### src/rtl/alu_multicycle.sv
`default_nettype none
// ============================================================================
// Module      : alu_multicycle
// Description : Handshaked ALU with the classic eight-operation select code.
//               Logic, add, sub and divide-by-zero finish in one cycle;
//               multiply (shift-add) and divide (restoring) iterate one bit
//               per cycle. Each result carries its own carry/zero/div_by_zero
//               flags.
// Ports       : clk, rst (async, active high)
//               in_valid / in_ready       - request handshake
//               a, b, alu_select          - operands and operation code
//               out_valid / out_ready     - result handshake
//               alu_out, carry, zero,
//               div_by_zero               - result and flags (held in DONE)
//               busy                      - block is not idle
// Revision    : 1.0 - initial release
// ============================================================================
module alu_multicycle #(
    parameter int WIDTH = 20
) (
    input  logic             clk,
    input  logic             rst,
    input  logic             in_valid,
    output logic             in_ready,
    input  logic [WIDTH-1:0] a,
    input  logic [WIDTH-1:0] b,
    input  logic [2:0]       alu_select,
    output logic             out_valid,
    input  logic             out_ready,
    output logic [WIDTH-1:0] alu_out,
    output logic             carry,
    output logic             zero,
    output logic             div_by_zero,
    output logic             busy
);

    localparam int                 C_CNT_W    = $clog2(WIDTH);
    localparam logic [C_CNT_W-1:0] C_CNT_LOAD = C_CNT_W'(WIDTH - 1);

    localparam logic [1:0] C_ST_IDLE = 2'd0;
    localparam logic [1:0] C_ST_CALC = 2'd1;
    localparam logic [1:0] C_ST_DONE = 2'd2;

    logic [1:0]         r_state;
    logic [C_CNT_W-1:0] r_cnt;
    logic               r_is_div;
    // Shared iteration registers:
    //   mult: r_hi = upper accumulator, r_lo = multiplier (shifts out LSB first)
    //   div : r_hi = partial remainder, r_lo = dividend shifting into quotient
    //   r_opnd holds the multiplicand (mult) or the divisor (div).
    logic [WIDTH-1:0]   r_hi;
    logic [WIDTH-1:0]   r_lo;
    logic [WIDTH-1:0]   r_opnd;

    logic               r_out_valid;
    logic [WIDTH-1:0]   r_alu_out;
    logic               r_carry;
    logic               r_zero;
    logic               r_dbz;

    // ---------------- single-cycle datapath (operates on live inputs) -------
    logic [WIDTH:0]     w_add;
    logic [WIDTH:0]     w_sub;
    logic [WIDTH-1:0]   w_fast_res;
    logic               w_fast_carry;
    logic               w_fast_dbz;
    logic               w_go_calc;

    assign w_add = {1'b0, a} + {1'b0, b};
    // Bit WIDTH of the extended difference is the borrow (a < b).
    assign w_sub = {1'b0, a} - {1'b0, b};

    always_comb begin
        w_fast_res   = '0;
        w_fast_carry = 1'b0;
        w_fast_dbz   = 1'b0;
        w_go_calc    = 1'b0;
        case (alu_select)
            3'b000: w_fast_res = a & b;
            3'b001: w_fast_res = a | b;
            3'b010: w_fast_res = a ^ b;
            3'b011: w_fast_res = ~(a | b);
            3'b100: begin
                w_fast_res   = w_add[WIDTH-1:0];
                w_fast_carry = w_add[WIDTH];
            end
            3'b101: begin
                w_fast_res   = w_sub[WIDTH-1:0];
                w_fast_carry = w_sub[WIDTH];
            end
            3'b110: w_go_calc = 1'b1;
            default: begin
                // Divide: a zero divisor short-circuits to all ones.
                if (b == '0) begin
                    w_fast_res = '1;
                    w_fast_dbz = 1'b1;
                end else begin
                    w_go_calc = 1'b1;
                end
            end
        endcase
    end

    // ---------------- one iteration step of mult / div ----------------------
    logic [WIDTH:0]     w_mul_sum;
    logic [WIDTH:0]     w_div_trial;
    logic               w_div_ge;
    logic [WIDTH-1:0]   w_div_diff;
    logic [WIDTH-1:0]   w_step_hi;
    logic [WIDTH-1:0]   w_step_lo;

    assign w_mul_sum   = {1'b0, r_hi} + (r_lo[0] ? {1'b0, r_opnd} : '0);
    assign w_div_trial = {r_hi, r_lo[WIDTH-1]};
    assign w_div_ge    = (w_div_trial >= {1'b0, r_opnd});
    // When the subtraction is taken the true difference is below the divisor,
    // so the low WIDTH bits of the trial are enough to form it.
    assign w_div_diff  = w_div_trial[WIDTH-1:0] - r_opnd;

    always_comb begin
        if (r_is_div) begin
            w_step_hi = w_div_ge ? w_div_diff : w_div_trial[WIDTH-1:0];
            w_step_lo = {r_lo[WIDTH-2:0], w_div_ge};
        end else begin
            w_step_hi = w_mul_sum[WIDTH:1];
            w_step_lo = {w_mul_sum[0], r_lo[WIDTH-1:1]};
        end
    end

    // ---------------- control FSM and output registers ----------------------
    always_ff @(posedge clk or posedge rst) begin
        if (rst) begin
            r_state     <= C_ST_IDLE;
            r_cnt       <= '0;
            r_is_div    <= 1'b0;
            r_hi        <= '0;
            r_lo        <= '0;
            r_opnd      <= '0;
            r_out_valid <= 1'b0;
            r_alu_out   <= '0;
            r_carry     <= 1'b0;
            r_zero      <= 1'b0;
            r_dbz       <= 1'b0;
        end else begin
            case (r_state)
                C_ST_IDLE: begin
                    if (in_valid) begin
                        if (w_go_calc) begin
                            r_state  <= C_ST_CALC;
                            r_cnt    <= C_CNT_LOAD;
                            r_is_div <= alu_select[0];
                            r_hi     <= '0;
                            r_lo     <= alu_select[0] ? a : b;
                            r_opnd   <= alu_select[0] ? b : a;
                        end else begin
                            r_state     <= C_ST_DONE;
                            r_out_valid <= 1'b1;
                            r_alu_out   <= w_fast_res;
                            r_carry     <= w_fast_carry;
                            r_zero      <= (w_fast_res == '0);
                            r_dbz       <= w_fast_dbz;
                        end
                    end
                end
                C_ST_CALC: begin
                    r_hi <= w_step_hi;
                    r_lo <= w_step_lo;
                    if (r_cnt == '0) begin
                        // Final step: publish the values this step produces.
                        r_state     <= C_ST_DONE;
                        r_out_valid <= 1'b1;
                        r_alu_out   <= w_step_lo;
                        r_carry     <= r_is_div ? 1'b0 : (|w_step_hi);
                        r_zero      <= (w_step_lo == '0);
                        r_dbz       <= 1'b0;
                    end else begin
                        r_cnt <= r_cnt - C_CNT_W'(1);
                    end
                end
                C_ST_DONE: begin
                    if (out_ready) begin
                        r_state     <= C_ST_IDLE;
                        r_out_valid <= 1'b0;
                    end
                end
                default: r_state <= C_ST_IDLE;
            endcase
        end
    end

    assign in_ready    = (r_state == C_ST_IDLE);
    assign busy        = (r_state != C_ST_IDLE);
    assign out_valid   = r_out_valid;
    assign alu_out     = r_alu_out;
    assign carry       = r_carry;
    assign zero        = r_zero;
    assign div_by_zero = r_dbz;

endmodule
`default_nettype wire

### config.mk
export PLATFORM = sky130hd
export DESIGN_NAME = alu_multicycle
export DESIGN_NICKNAME = d
export VERILOG_FILES = /design/src/rtl/alu_multicycle.sv
export SDC_FILE = /design/constraint.sdc
export NUM_CORES = 1
export LEC_CHECK = 0
export BUFFER_PORTS_ARGS = -buffer_cell sky130_fd_sc_hd__buf_2
export CAP_MARGIN = 20
export CORE_AREA = 5 5 134 136
export CTS_CLUSTER_DIAMETER = 200
export DETAILED_ROUTE_END_ITERATION = 6
export DIE_AREA = 0 0 139 141
export GPL_TIMING_DRIVEN = 1
export PLACE_DENSITY = 0.84
export REMOVE_ABC_BUFFERS = 1
export SLEW_MARGIN = 20
export SYNTH_ARGS = -nofsm -noshare
export SYNTH_HDL_FRONTEND = slang
export SYNTH_SLANG_ARGS = --single-unit
### constraint.sdc
create_clock -name clk -period 6 [get_ports clk]
set_clock_uncertainty 0.2 [all_clocks]
set_input_delay 0.3 -clock clk [delete_from_list [all_inputs] [get_ports clk]]
set_output_delay 0.3 -clock clk [all_outputs]
set_load 0.01 [all_outputs]
==> metrics.yaml <==
worst_hold_path:
  holdPathStages: 3
  hold-path-endpoint: "r_opnd[19]$_DFFE_PP0P_"
  hold_path_class: "in2reg"
  min_from: "a[19]"
route:
  wl_met1_mm: 13.1
  vias: 10600
  wire_per_inst_um: 20.2
  detail_route.first_pass.iterations: 5
  routed_wl_mm: 32.1
  vias_per_cell: 6.65
  highest_layer: "met4"
  drt-initial-drc-count: 980
  postRouteAntennaNets: 0
  met3_length_mm: 2.54
  dr_wl_met2_mm: 15.0
  drc_errors: 0
grt:
  grt_overflow: 0
  grt_pass1_vias: 9892
  antenna_found_initial: 0
  groute.usage.overall_pct: 31.9
  grt_pass1_wl_mm: 51.3
  grt_max_degree: 72
clock_tree:
  clock_latency_ns: 0.35
  cts_setup_buffers: 0
  htree_levels: 3
  path_clk_slew_ns: 0.07
  cts_root_buffer: "clkbuf_16"
  post_cts_resized: 0
  cts_inserted_buffers: 9
  cts_tree: "built"
  cts_num_sinks: 92
  cts_buffer_depth: 2
logic_synthesis:
  yosysWarnings: 0
  postSynthAreaPerCell_um2: 7.85
  synth_edf_count: 0
  async_reset_ff_share_pct: 100
  ys_types: 78
  ys_ff_latch: 92
  synthFlopType: "dfrtp_1"
  synthesis.area_um2: 10600
  synth_top_area_share_pct: 21.8
  ys_seq_area_share_pct: 21.8
  synth_top_cell_by_area: "dfrtp_1"
  synth_cells: 1345
  synthTopCellsByArea: "dfrtp_1 22%, ha_1 13%, a21oi_1 4.9%, mux2i_1 4.7%, nand2_1 4.6%"
floorplanning:
  ioPinCount: 73
  die_h_um: 141
  die_w_um: 139
  start_util_pct: 62.8
  design.die.area_um2: 19600
  rows: 48
  core_area_um2: 16800
setup_path:
  crit_required_ns: 6.00
  regToRegStartpoint: "r_lo[0]$_DFFE_PP0P_"
  cp_data_arrival_time_ns: 4.58
  reg2reg_to: "carry$_DFFE_PP0P_"
  critPathLaunchType: "register"
  ff2ff_path_depth: 14
  r2r_setup_slack_ns: 1.42
  critPathKind: "reg2reg"
  cp_max_fo: 22
  cp-end-kind: "register"
placed_design:
  place_worst_setup_slack_ns: 1.55
  globalplace.congestion: 1.00
  placed_cell_area_um2: 10900
  numPortBuffers: 72
  hpwlAfterDp_mm: 23.9
layout:
  nFillCells: 1467
  syn2layout_area_growth_pct: 6.64
  nNetsFinal: 1523
  layout_commonest_cell: "nand2_1"
  drive_gt1_share_pct: 9.00
  final_area_um2: 11300
  diodes: 0
  final_cell_mix: "129 x nand2_1, 110 x ha_1, 103 x a21oi_1, 95 x nor2_1, 93 x inv_1"
sta:
  fin_crit_sh_pct: 76.3
  setup_viol: 0
  tightest_slew_ns: 1.05
  setup_slack_ns: 1.42
  rsz0062_at_grt: "false"
  slew_headroom_pct: 28.2
  slew_violations: 0
  setup_tns_ns: 0
  hold_viol_final: 0
  min_period_ns: 4.58
  clock.fmax_mhz: 218
flow_run:
  maxCapViolCount: 0
outcome:
  status: "finished, final reports clean"
power:
  powerDensity_nw_per_um2: 446
  p_leak_uw: 0.00534
  irDropWorstVdd_mv: 0.274
-- where the power goes --
part,internal [uW],switching [uW]
sequential,882,294
combinational,1230,1990
clock,377,251
-- logic make-up after synthesis --
family | Yosys count | share of synthesized area [%]
AO/OA/AOI/OAI | 439 | 27.9
AND/OR/NAND/NOR | 397 | 18.0
buffers and inverters | 177 | 7.25
adder cells (fa/ha/maj) | 114 | 13.8
flip-flops | 92 | 21.8
XOR/XNOR | 70 | 5.81
multiplexers | 56 | 5.38
-- worst max-delay path, stage by stage, from the launching register on --
cell       delay (ns)
dfrtp_1          0.72
and2_1           0.22
ha_1             0.19
inv_1            0.07
fa_1             0.41
nand2b_1         0.19
a21oi_1          0.21
o2111ai_1        0.19
a311oi_1         0.54
xnor2_1          0.19
o22ai_1          0.10
nand3b_1         0.19
or4_1            0.51
nor4_1           0.38
o41ai_1          0.11
-- cells in the mapped netlist, types with 4 or more instances --
cell and n:
a21oi_1 103, buf_6 4, o21a_1 7, a211o_1 5
clkbuf_8 6, o22ai_1 11, or4_1 5, a211oi_1 36
nor3_1 26, o2111ai_1 5, o211ai_1 13, a32o_1 4
nand2b_1 15, nor2b_1 24, nand3_1 21, a31oi_1 21
xor2_1 31, nor2_1 96, xnor2_1 39, buf_1 6
and2_1 21, nand2_1 129, buf_2 9, o21ai_0 89
mux2_2 6, fa_1 4, o21bai_1 9, a21o_1 33
or3_1 8, clkbuf_1 57, ha_1 110, nor4_1 12
a221oi_1 10, a2111oi_0 19, o31ai_1 13, mux2i_1 50
and3_1 6, nor3b_1 5, nand4_1 16, dfrtp_1 92
inv_1 94, o22a_1 15
-- state kept, by name, indices dropped and copies added, names as in the netlist --
| register | flops |
|---|---|
| alu_out | 20 |
| carry | 1 |
| div_by_zero | 1 |
| out_valid | 1 |
| r_cnt | 5 |
| r_hi | 20 |
| r_is_div | 1 |
| r_lo | 20 |
| r_opnd | 20 |
| r_state | 2 |
| zero | 1 |
-- final cells by class --
class	instances	area (um2)	area share [%]
clock inverters	4	72.6	0.644
inverters	95	359	3.19
repair buffers	88	488	4.33
multi-input cells	1076	7510	66.7
well taps	225	282	2.50
flip-flops and latches	92	2300	20.5
clock buffers	12	246	2.19
-- repair_timing --
| item | CTS | global route |
|---|---|---|
| hold endpoints to repair | 35 | 0 |
| hold buffers | 2 | 0 |
| endpoints found under the setup margin | 0 | 0 |
-- per-stage QoR --
stage          std cells  util, %  hold WS (ns)  total power [uW]
2_1_floorplan       1263        -         0.208              3350
3_3_place_gp        1574     64.9         0.151              4210
3_5_place_dp        1574     64.9         0.160              4290
4_1_cts             1592     67.0         0.127              4940
5_1_grt             1592     67.0         0.164              5360
6_report            1592     67.0         0.136              5020
-- routing by layer --
layer,vias up,track usage (%)
li1,4912,-
met1,5021,41.9
met2,552,53.0
met3,94,3.87
met4,0,14.0
met5,-,0
-- how the worst max path moves through the flow --
stage | slack [ns] | start | endpoint | cells after the start
after detailed placement | 1.55 | r_lo[0]$_DFFE_PP0P_ | carry$_DFFE_PP0P_ | 14
after global placement | 1.64 | r_lo[0]$_DFFE_PP0P_ | carry$_DFFE_PP0P_ | 14
after global routing | 1.03 | r_lo[0]$_DFFE_PP0P_ | carry$_DFFE_PP0P_ | 15
after CTS | 1.53 | r_lo[0]$_DFFE_PP0P_ | carry$_DFFE_PP0P_ | 14
after floorplan | 1.87 | r_hi[13]$_DFFE_PP0P_ | carry$_DFFE_PP0P_ | 12
final | 1.42 | r_lo[0]$_DFFE_PP0P_ | carry$_DFFE_PP0P_ | 14
Note: power is estimated with default switching activity, not from simulation.
